==> config.mk <==
export PLATFORM = sky130hd
export DESIGN_NAME = branch_predict_ctrl_flat
export DESIGN_NICKNAME = d
export VERILOG_FILES = /design/src/rtl/branch_predict_ctrl_if.sv /design/src/rtl/branch_predict_ctrl.sv /design/src/flat_wrapper.sv
export SDC_FILE = /design/constraint.sdc
export NUM_CORES = 1
export LEC_CHECK = 0
export BUFFER_PORTS_ARGS = -buffer_cell sky130_fd_sc_hd__buf_4
export CAP_MARGIN = 20
export CORE_ASPECT_RATIO = 1.2
export CORE_MARGIN = 3
export CORE_UTILIZATION = 52
export DETAILED_ROUTE_END_ITERATION = 16
export GPL_TIMING_DRIVEN = 0
export MAX_ROUTING_LAYER = met4
export PLACE_DENSITY = 0.77
export SYNTH_ARGS = -nofsm -noshare
export SYNTH_HDL_FRONTEND = slang
export SYNTH_SLANG_ARGS = --single-unit
==> constraint.sdc <==
create_clock -name clk -period 4.2 [get_ports clk]
set_clock_uncertainty 0.2 [all_clocks]
set_input_delay 0.84 -clock clk [delete_from_list [all_inputs] [get_ports clk]]
set_output_delay 0.84 -clock clk [all_outputs]
set_load 0.005 [all_outputs]
==> src/rtl/branch_predict_ctrl_if.sv <==
// Pipeline-side bundle for the branch predictor/resolver: IF prediction lookup,
// EX resolution inputs, redirect/flush outputs and branch statistics.
interface branch_predict_ctrl_if;
    logic        if_valid;
    logic        if_is_branch;
    logic [31:0] if_pc;
    logic        pred_taken;
    logic        ex_valid;
    logic        ex_is_branch;
    logic        ex_stall;
    logic [31:0] ex_pc;
    logic        ex_pred_taken;
    logic        ex_br_taken;
    logic [31:0] ex_target;
    logic        redirect_valid;
    logic [31:0] redirect_pc;
    logic        flush;
    logic [31:0] branch_cnt;
    logic [31:0] mispredict_cnt;

    modport slave (
        input  if_valid, if_is_branch, if_pc,
        input  ex_valid, ex_is_branch, ex_stall, ex_pc, ex_pred_taken, ex_br_taken, ex_target,
        output pred_taken, redirect_valid, redirect_pc, flush, branch_cnt, mispredict_cnt
    );

    modport master (
        output if_valid, if_is_branch, if_pc,
        output ex_valid, ex_is_branch, ex_stall, ex_pc, ex_pred_taken, ex_br_taken, ex_target,
        input  pred_taken, redirect_valid, redirect_pc, flush, branch_cnt, mispredict_cnt
    );
endinterface

==> src/rtl/branch_predict_ctrl.sv <==
// 2-bit saturating-counter branch predictor with EX-stage resolution,
// mispredict redirect and two-cycle flush sequencing, plus branch statistics.
module branch_predict_ctrl #(
    parameter int unsigned ENTRIES  = 16,
    parameter logic [1:0]  INIT_CTR = 2'b01
) (
    input  logic                 clk,
    input  logic                 rst_n,
    branch_predict_ctrl_if.slave bp
);
    localparam int unsigned IDX_W = $clog2(ENTRIES);

    typedef enum logic [1:0] {IDLE, FLUSH1, FLUSH2} state_e;

    state_e          state_q, state_d;
    logic [1:0]      ctr_q [ENTRIES];
    logic [1:0]      ctr_d [ENTRIES];
    logic            redirect_valid_q, redirect_valid_d;
    logic [31:0]     redirect_pc_q, redirect_pc_d;
    logic            flush_q, flush_d;
    logic [31:0]     branch_cnt_q, branch_cnt_d;
    logic [31:0]     mispredict_cnt_q, mispredict_cnt_d;
    logic            res, mis;
    logic [IDX_W-1:0] if_idx, ex_idx;
    logic            unused_pc_bits;

    assign if_idx = bp.if_pc[IDX_W+1:2];
    assign ex_idx = bp.ex_pc[IDX_W+1:2];
    assign unused_pc_bits = ^{bp.if_pc[31:IDX_W+2], bp.if_pc[1:0]};

    // Prediction reads the registered table, so same-cycle updates are not visible yet.
    assign bp.pred_taken = bp.if_valid & bp.if_is_branch & ctr_q[if_idx][1];

    always_comb begin
        state_d          = state_q;
        ctr_d            = ctr_q;
        redirect_pc_d    = redirect_pc_q;
        branch_cnt_d     = branch_cnt_q;
        mispredict_cnt_d = mispredict_cnt_q;

        res = (state_q == IDLE) & bp.ex_valid & bp.ex_is_branch & ~bp.ex_stall;
        mis = res & (bp.ex_br_taken != bp.ex_pred_taken);

        if (res) begin
            if (bp.ex_br_taken) begin
                if (ctr_q[ex_idx] != 2'b11) ctr_d[ex_idx] = ctr_q[ex_idx] + 2'd1;
            end else begin
                if (ctr_q[ex_idx] != 2'b00) ctr_d[ex_idx] = ctr_q[ex_idx] - 2'd1;
            end
        end

        branch_cnt_d     = branch_cnt_q + 32'(res);
        mispredict_cnt_d = mispredict_cnt_q + 32'(mis);

        if (mis) redirect_pc_d = bp.ex_br_taken ? bp.ex_target : bp.ex_pc + 32'd4;

        case (state_q)
            IDLE:    if (mis) state_d = FLUSH1;
            FLUSH1:  state_d = FLUSH2;
            FLUSH2:  state_d = IDLE;
            default: state_d = IDLE;
        endcase

        redirect_valid_d = (state_d == FLUSH1);
        flush_d          = (state_d != IDLE);
    end

    always_ff @(posedge clk or negedge rst_n) begin
        if (!rst_n) begin
            state_q          <= IDLE;
            for (int i = 0; i < int'(ENTRIES); i++) ctr_q[i] <= INIT_CTR;
            redirect_valid_q <= 1'b0;
            redirect_pc_q    <= 32'd0;
            flush_q          <= 1'b0;
            branch_cnt_q     <= 32'd0;
            mispredict_cnt_q <= 32'd0;
        end else begin
            state_q          <= state_d;
            ctr_q            <= ctr_d;
            redirect_valid_q <= redirect_valid_d;
            redirect_pc_q    <= redirect_pc_d;
            flush_q          <= flush_d;
            branch_cnt_q     <= branch_cnt_d;
            mispredict_cnt_q <= mispredict_cnt_d;
        end
    end

    assign bp.redirect_valid = redirect_valid_q;
    assign bp.redirect_pc    = redirect_pc_q;
    assign bp.flush          = flush_q;
    assign bp.branch_cnt     = branch_cnt_q;
    assign bp.mispredict_cnt = mispredict_cnt_q;
endmodule

==> src/flat_wrapper.sv <==
// flat-port wrapper written by rule: the top's interface ports become plain ports
module branch_predict_ctrl_flat 
#(
    parameter int unsigned ENTRIES  = 16,
    parameter logic [1:0]  INIT_CTR = 2'b01
)
  (clk, rst_n, bp_if_valid, bp_if_is_branch, bp_if_pc, bp_ex_valid, bp_ex_is_branch, bp_ex_stall, bp_ex_pc, bp_ex_pred_taken, bp_ex_br_taken, bp_ex_target, bp_pred_taken, bp_redirect_valid, bp_redirect_pc, bp_flush, bp_branch_cnt, bp_mispredict_cnt);
  branch_predict_ctrl_if bp_i ();
  input  logic clk;
  input  logic rst_n;
  input wire logic [$bits(bp_i.if_valid)-1:0] bp_if_valid;
  input wire logic [$bits(bp_i.if_is_branch)-1:0] bp_if_is_branch;
  input wire logic [$bits(bp_i.if_pc)-1:0] bp_if_pc;
  input wire logic [$bits(bp_i.ex_valid)-1:0] bp_ex_valid;
  input wire logic [$bits(bp_i.ex_is_branch)-1:0] bp_ex_is_branch;
  input wire logic [$bits(bp_i.ex_stall)-1:0] bp_ex_stall;
  input wire logic [$bits(bp_i.ex_pc)-1:0] bp_ex_pc;
  input wire logic [$bits(bp_i.ex_pred_taken)-1:0] bp_ex_pred_taken;
  input wire logic [$bits(bp_i.ex_br_taken)-1:0] bp_ex_br_taken;
  input wire logic [$bits(bp_i.ex_target)-1:0] bp_ex_target;
  output wire logic [$bits(bp_i.pred_taken)-1:0] bp_pred_taken;
  output wire logic [$bits(bp_i.redirect_valid)-1:0] bp_redirect_valid;
  output wire logic [$bits(bp_i.redirect_pc)-1:0] bp_redirect_pc;
  output wire logic [$bits(bp_i.flush)-1:0] bp_flush;
  output wire logic [$bits(bp_i.branch_cnt)-1:0] bp_branch_cnt;
  output wire logic [$bits(bp_i.mispredict_cnt)-1:0] bp_mispredict_cnt;
  assign bp_i.if_valid = bp_if_valid;
  assign bp_i.if_is_branch = bp_if_is_branch;
  assign bp_i.if_pc = bp_if_pc;
  assign bp_i.ex_valid = bp_ex_valid;
  assign bp_i.ex_is_branch = bp_ex_is_branch;
  assign bp_i.ex_stall = bp_ex_stall;
  assign bp_i.ex_pc = bp_ex_pc;
  assign bp_i.ex_pred_taken = bp_ex_pred_taken;
  assign bp_i.ex_br_taken = bp_ex_br_taken;
  assign bp_i.ex_target = bp_ex_target;
  assign bp_pred_taken = bp_i.pred_taken;
  assign bp_redirect_valid = bp_i.redirect_valid;
  assign bp_redirect_pc = bp_i.redirect_pc;
  assign bp_flush = bp_i.flush;
  assign bp_branch_cnt = bp_i.branch_cnt;
  assign bp_mispredict_cnt = bp_i.mispredict_cnt;
  branch_predict_ctrl #(.ENTRIES(ENTRIES), .INIT_CTR(INIT_CTR)) u_core (.clk(clk), .rst_n(rst_n), .bp(bp_i));
endmodule
# Word level (Yosys, flattened, before mapping)
# Index checks and enable logic that the tools add are counted.
[classes] n_addsub=5 order_cmp=3 n_eq_ne=5 n_mux=16 n_bitwise=9 n_reduce_logical=6
[ops] cell="2-to-1 mux 32 bit" count=4
[ops] cell="adder 32 x 1 -> 32 bit" count=2
[ops] cell="bitwise mux 32 bit" count=2
[ops] cell="adder 32 x 3 -> 32 bit, second input constant" count=1
[ops] cell="binary-select mux 2 bit (select 4 bit)" count=2
[ops] cell="2-to-1 mux 2 bit" count=6
[ops] cell="greater-or-equal comparator 5 bit, second input constant" count=2
[ops] cell="NOT 4 -> 5 bit" count=2
[ops] cell="demux 2 bit (select 4 bit)" count=1
[ops] cell="AND 1 bit" count=6
[ops] cell="nonzero test 2 bit" count=3
[ops] cell="< comparator 5 x 1 -> 1 bit, second input constant" count=1
[ops] cell="== test 2 x 1 -> 1 bit, second input constant" count=2
[ops] cell="case mux 2 bit (2 select lines)" count=1
[ops] cell="AND reduction 3 bit" count=1
[ops] cell="adder 2 x 1 -> 2 bit, second input constant" count=1
[ops] cell="zero test 2 bit" count=1
[ops] cell="!= test 2 x 1 -> 1 bit, second input constant" count=1
[ops] cell="!= test 2 bit, second input constant" count=1
[ops] cell="subtractor 2 x 1 -> 2 bit, second input constant" count=1
[ops] cell="logical AND 1 bit" count=1
[ops] cell="!= test 1 bit" count=1
[ops] cell="NOT 1 bit" count=1
[word_totals] reg_bits=132 in_bits=105 out_inout_bits=99 elab_cells=66

# Longest topological paths before layout
[depth] ltp_word=8 mapped_depth=13 depth_no_buf=12

# Worst setup path before layout
# Ideal clock, no wire load.
[synth_timing] kind="input port to flip-flop" startpoint="input bp_ex_pc[2]" endpoint="register u_core.ctr_q[27] (netlist bit)" setup_ns=0.125 arrival_time_ns=3.255 required_time_ns=3.875 path_slack_ns=0.621 path_stages=8 path_buffers=1 cell_sequence="buf_6 mux4_1 mux4_2 ha_1 a2111oi_4 nand2_1 nor3_1 mux2_2"
[synth_between] elab_chain_len=8 elab_cells_between_ends=21 cone_classes="2 x add/sub; 2 x order compare; 2 x eq/ne; 10 x mux; 1 x bitwise; 4 x reduce/logical"
[synth_lines] element="start: declaration" line="flat_wrapper.sv:17" source="input wire logic [$bits(bp_i.ex_pc)-1:0] bp_ex_pc;"
[synth_lines] element="NOT 4 -> 5 bit (implied by the code) (*)" line="branch_predict_ctrl.sv:46, branch_predict_ctrl.sv:48"
[synth_lines] element="binary-select mux 2 bit (select 4 bit) (tied with other cells)" line="branch_predict_ctrl.sv:46, branch_predict_ctrl.sv:48"
[synth_lines] element="2-to-1 mux 2 bit (implied by the code) / logical AND 1 bit (equally long branches)" line="branch_predict_ctrl.sv:46, branch_predict_ctrl.sv:48"
[synth_lines] element="2-to-1 mux 2 bit (implied by the code)" line="branch_predict_ctrl.sv:46, branch_predict_ctrl.sv:48"
[synth_lines] element="subtractor 2 x 1 -> 2 bit (tied with other cells)" line="branch_predict_ctrl.sv:48" source="if (ctr_q[ex_idx] != 2'b00) ctr_d[ex_idx] = ctr_q[ex_idx] - 2'd1;"
[synth_lines] element="bitwise mux 32 bit, on equally long branches" line="branch_predict_ctrl.sv:48, branch_predict_ctrl.sv:46"
[synth_lines] element="2-to-1 mux 32 bit, on equally long branches" line="branch_predict_ctrl.sv:48, branch_predict_ctrl.sv:46"
[synth_lines] element="2-to-1 mux 32 bit" line="branch_predict_ctrl.sv:45" source="if (bp.ex_br_taken) begin"
[synth_lines] element="end signal: assignment" line="branch_predict_ctrl.sv:79" source="ctr_q <= ctr_d;"
[synth_lines] element="end: declaration" line="branch_predict_ctrl.sv:16" source="logic [1:0] ctr_q [ENTRIES];"
# Mark *: on every way between the ends. The rest lies on a longest branch, timed or not. The select of a mux whose other input is x is not followed.
# A chain may end at the register's enable or synchronous reset.

# Worst setup path in the final report
# Ends and elaborated chain as after synthesis.

==> key figures <==
Critical path
  • Setup CP Type: in2reg
  • FF-to-FF End: u_core.ctr_q[27]$_DFFE_PN0P_
  • CP required: 4.28 ns
  • CP Max Fanout: 10
  • Setup crit end kind: register
  • Bufs and invs on worst path: 4
  • Slowest CP cell: mux4_1
  • Max stage delay on crit path: 0.60 ns
  • CP delay by family, top: multiplexers
  • R2R Setup Slk: 0.79 ns
  • Startpoint types: input pin
  • CP arrival: 3.85 ns
  • Crit path cell chain: buf_4, buf_6, mux4_1, nand2_1, nand3_1, o21ai_2, buf_6, inv_1, ha_1, a2111oi_4, nand2_1, nor3_1, mux2_2
  • Reg2Reg Depth: 11

Pwr
  • PwrDens: 405 nW/um^2
  • Post-layout power: 0.00371 W
  • Leakage: 4.37 nW
  • Peak supply drop: 0.000286 V

Place
  • Post-DP HPWL: 13,700 um
  • RD Place Congestion: 0.930
  • DP Area: 8540 um^2
  • Port Buffers: 173

Drt
  • DRC errors left: 0
  • DRT Pass-1 Iters: 5
  • Iteration-0 DRC Markers: 303
  • Post-route ant nets: 0
  • Final wirelength: 18,200 um
  • Wire length per cell: 18.4 um
  • Via Count: 5,616
  • Drt via density: 5.68

Synthesis
  • Async set or reset register ratio after synthesis: 1.00
  • Synth area leader: dfrtp_1
  • Gate Count Post-Synth: 619
  • Mean Syn Cell Area: 11.3 um^2
  • Most common cell in the netlist: dfrtp_1
  • Top cell type's share of synthesized area: 0.415
  • Syn. warnings: 0
  • Number of synthesized flops with an enable pin: 0
  • Post-synthesis net count: 734
  • Top_reg_cell synth: dfrtp_1
  • Synth Register Bits: 132
  • Synth cell count leaders: 116 x dfrtp_1, 59 x xnor2_1, 57 x nand2_1
  • Sequential share of the synthesized area: 0.475
  • Synth top area cells: dfrtp_1 41%, xnor2_1 7.4%, dfstp_2 6.0%
  • Synthesized area: 7000 um^2
  • Yosys cell types: 54

Global routing
  • Grt met2 use: 0.419
  • First-pass GRT wire length: 28,800 um
  • Largest net degree at the start of global routing: 93
  • GR met1 Demand/Resource: 0.296
  • Grt ovf: 0
  • Initial antenna violation count: 0
  • Number of global-route vias before repair: 5,745
  • Total Routing Usage GR: 0.248
  • Global routing met3 resource utilization: 0.0513
  • GR peak layer: met2

Cells and area
  • Final Cell Area: 9150 um^2
  • Share of cells above drive strength 1: 0.364
  • Layout area overhead: 30.7%
  • Layout Nets: 927
  • Ant. Diodes: 0

Clock tree
  • Hold_buf cts: 0
  • Worst-case clock buffer depth: 2
  • Post_cts resized: 0
  • TritonCTS Sinks: 132
  • Clock Latency Late Sink: 0.41 ns
  • CTS root buffer: clkbuf_16
  • H-tree Lvls: 4
  • Number of post-CTS setup repair buffers: 0
  • TritonCTS clock tree: done
  • Inserted Clock Buffers: 17
  • Clk slew on worst S/H paths: 0.06 ns

Floorplan
  • Die Span X: 112 um
  • Die ar.: 14,900 um^2
  • Die H: 133 um
  • Initial Util: 0.543
  • Core ar.: 12,900 um^2
  • IO Pins: 204
  • # rows: 45

Worst hold path
  • Min-Delay Path Class: in2async

STA
  • Part of the cycle the worst path needs: 0.897
  • Setup tns final: 0 ns
  • RSZ-0062 raised after global routing: false
  • Worst slew pin tran: 0.632 ns
  • Period minus WS final: 3.77 ns
  • Final hold slack: 0.140 ns
  • FMAX: 0.265 GHz
  • Max-slew violations: 0
  • Fin. Hold Viols: 0
  • Slew HR: 0.579
  • # setup viols final: 0

Run
  • Max cap viols: 0

Status
  • Outcome: finished clean
-- power by group --
group | internal [W] | total [W] | switching, W | leakage [nW]
combinational | 0.000348 | 0.000626 | 0.000278 | 2.38
sequential | 0.00144 | 0.00157 | 0.000128 | 1.68
clock | 0.000969 | 0.00152 | 0.000548 | 0.298
-- worst max-delay path by stage --
stage | from | end | slack (ns) | cells after the start
2_1_floorplan | bp_ex_pc[2] | u_core.ctr_q[27]$_DFFE_PN0P_ | 0.62 | 8
3_3_place_gp | bp_ex_pc[2] | u_core.ctr_q[27]$_DFFE_PN0P_ | 0.10 | 13
3_5_place_dp | bp_ex_pc[2] | u_core.ctr_q[27]$_DFFE_PN0P_ | 0.01 | 13
4_1_cts | bp_ex_pc[2] | u_core.ctr_q[27]$_DFFE_PN0P_ | 0.44 | 13
5_1_grt | bp_ex_pc[2] | u_core.ctr_q[29]$_DFFE_PN0P_ | 0.28 | 13
6_report | bp_ex_pc[2] | u_core.ctr_q[27]$_DFFE_PN0P_ | 0.43 | 13
-- per-layer routing --
layer  wire [um]  vias to the layer above  share of wire
met5           0                        -              0
met4         330                        0          0.018
met3        1060                       26          0.058
met2        9500                      200           0.52
met1        7290                     2774           0.40
li1            -                     2616              -
-- worst register-to-register path: cells and delay by family, from the launching register on --
kind / cells / cell delay, ns
adder cells (fa/ha/maj): 1 / 0.22
AND/OR/NAND/NOR: 4 / 0.69
AO/OA/AOI/OAI: 2 / 0.68
multiplexers: 2 / 0.89
buffers and inverters: 2 / 0.25
flip-flops: 1 / 0.36
-- per-stage QoR --
stage / utilization / std cells / setup WS [ns]
6_report: 0.709 / 989 / 0.433
5_1_grt: 0.709 / 989 / 0.280
4_1_cts: 0.709 / 989 / 0.444
3_5_place_dp: 0.662 / 957 / 0.0107
3_3_place_gp: 0.660 / 956 / 0.101
2_1_floorplan: - / 619 / 0.621
-- logic make-up after synthesis --
logic type / share of synthesized area
AOI/OAI and AO/OA: 0.0828
muxes: 0.112
xor gates and xnor gates: 0.106
DFF: 0.475
and+or+nand+nor: 0.178
adders and majority gates: 0.0179
buffers and inverters: 0.0284
-- layout by cell type (no fill, tap or decap), drive strengths merged, types with 2 or more instances in the layout --
master    n
ha       10
mux2     33
o31ai     9
nor2     41
nand2    58
and4      9
buf     188
nor4      7
mux2i     7
and2      4
nor2b     3
o21ai    27
clkinv    7
a22oi    14
bufinv    3
or2       3
xor2     26
inv      17
nand4    28
xnor2    59
a22o     15
mux4     14
dfrtp   116
nand2b    2
dfstp    16
nor3     10
a21oi    12
clkbuf   30
nand3    34
and3     13
-- final cells by class --
type	instances	area [um^2]
flip-flops and latches	132	3320
repair buffers	174	1330
clock inverters	11	151
well taps	164	205
clock buffers	21	460
multi-input cells	447	3480
plain buffers	23	130
fillers	935	3750
inverters	17	68.8
(Power assumes the default switching activity.)
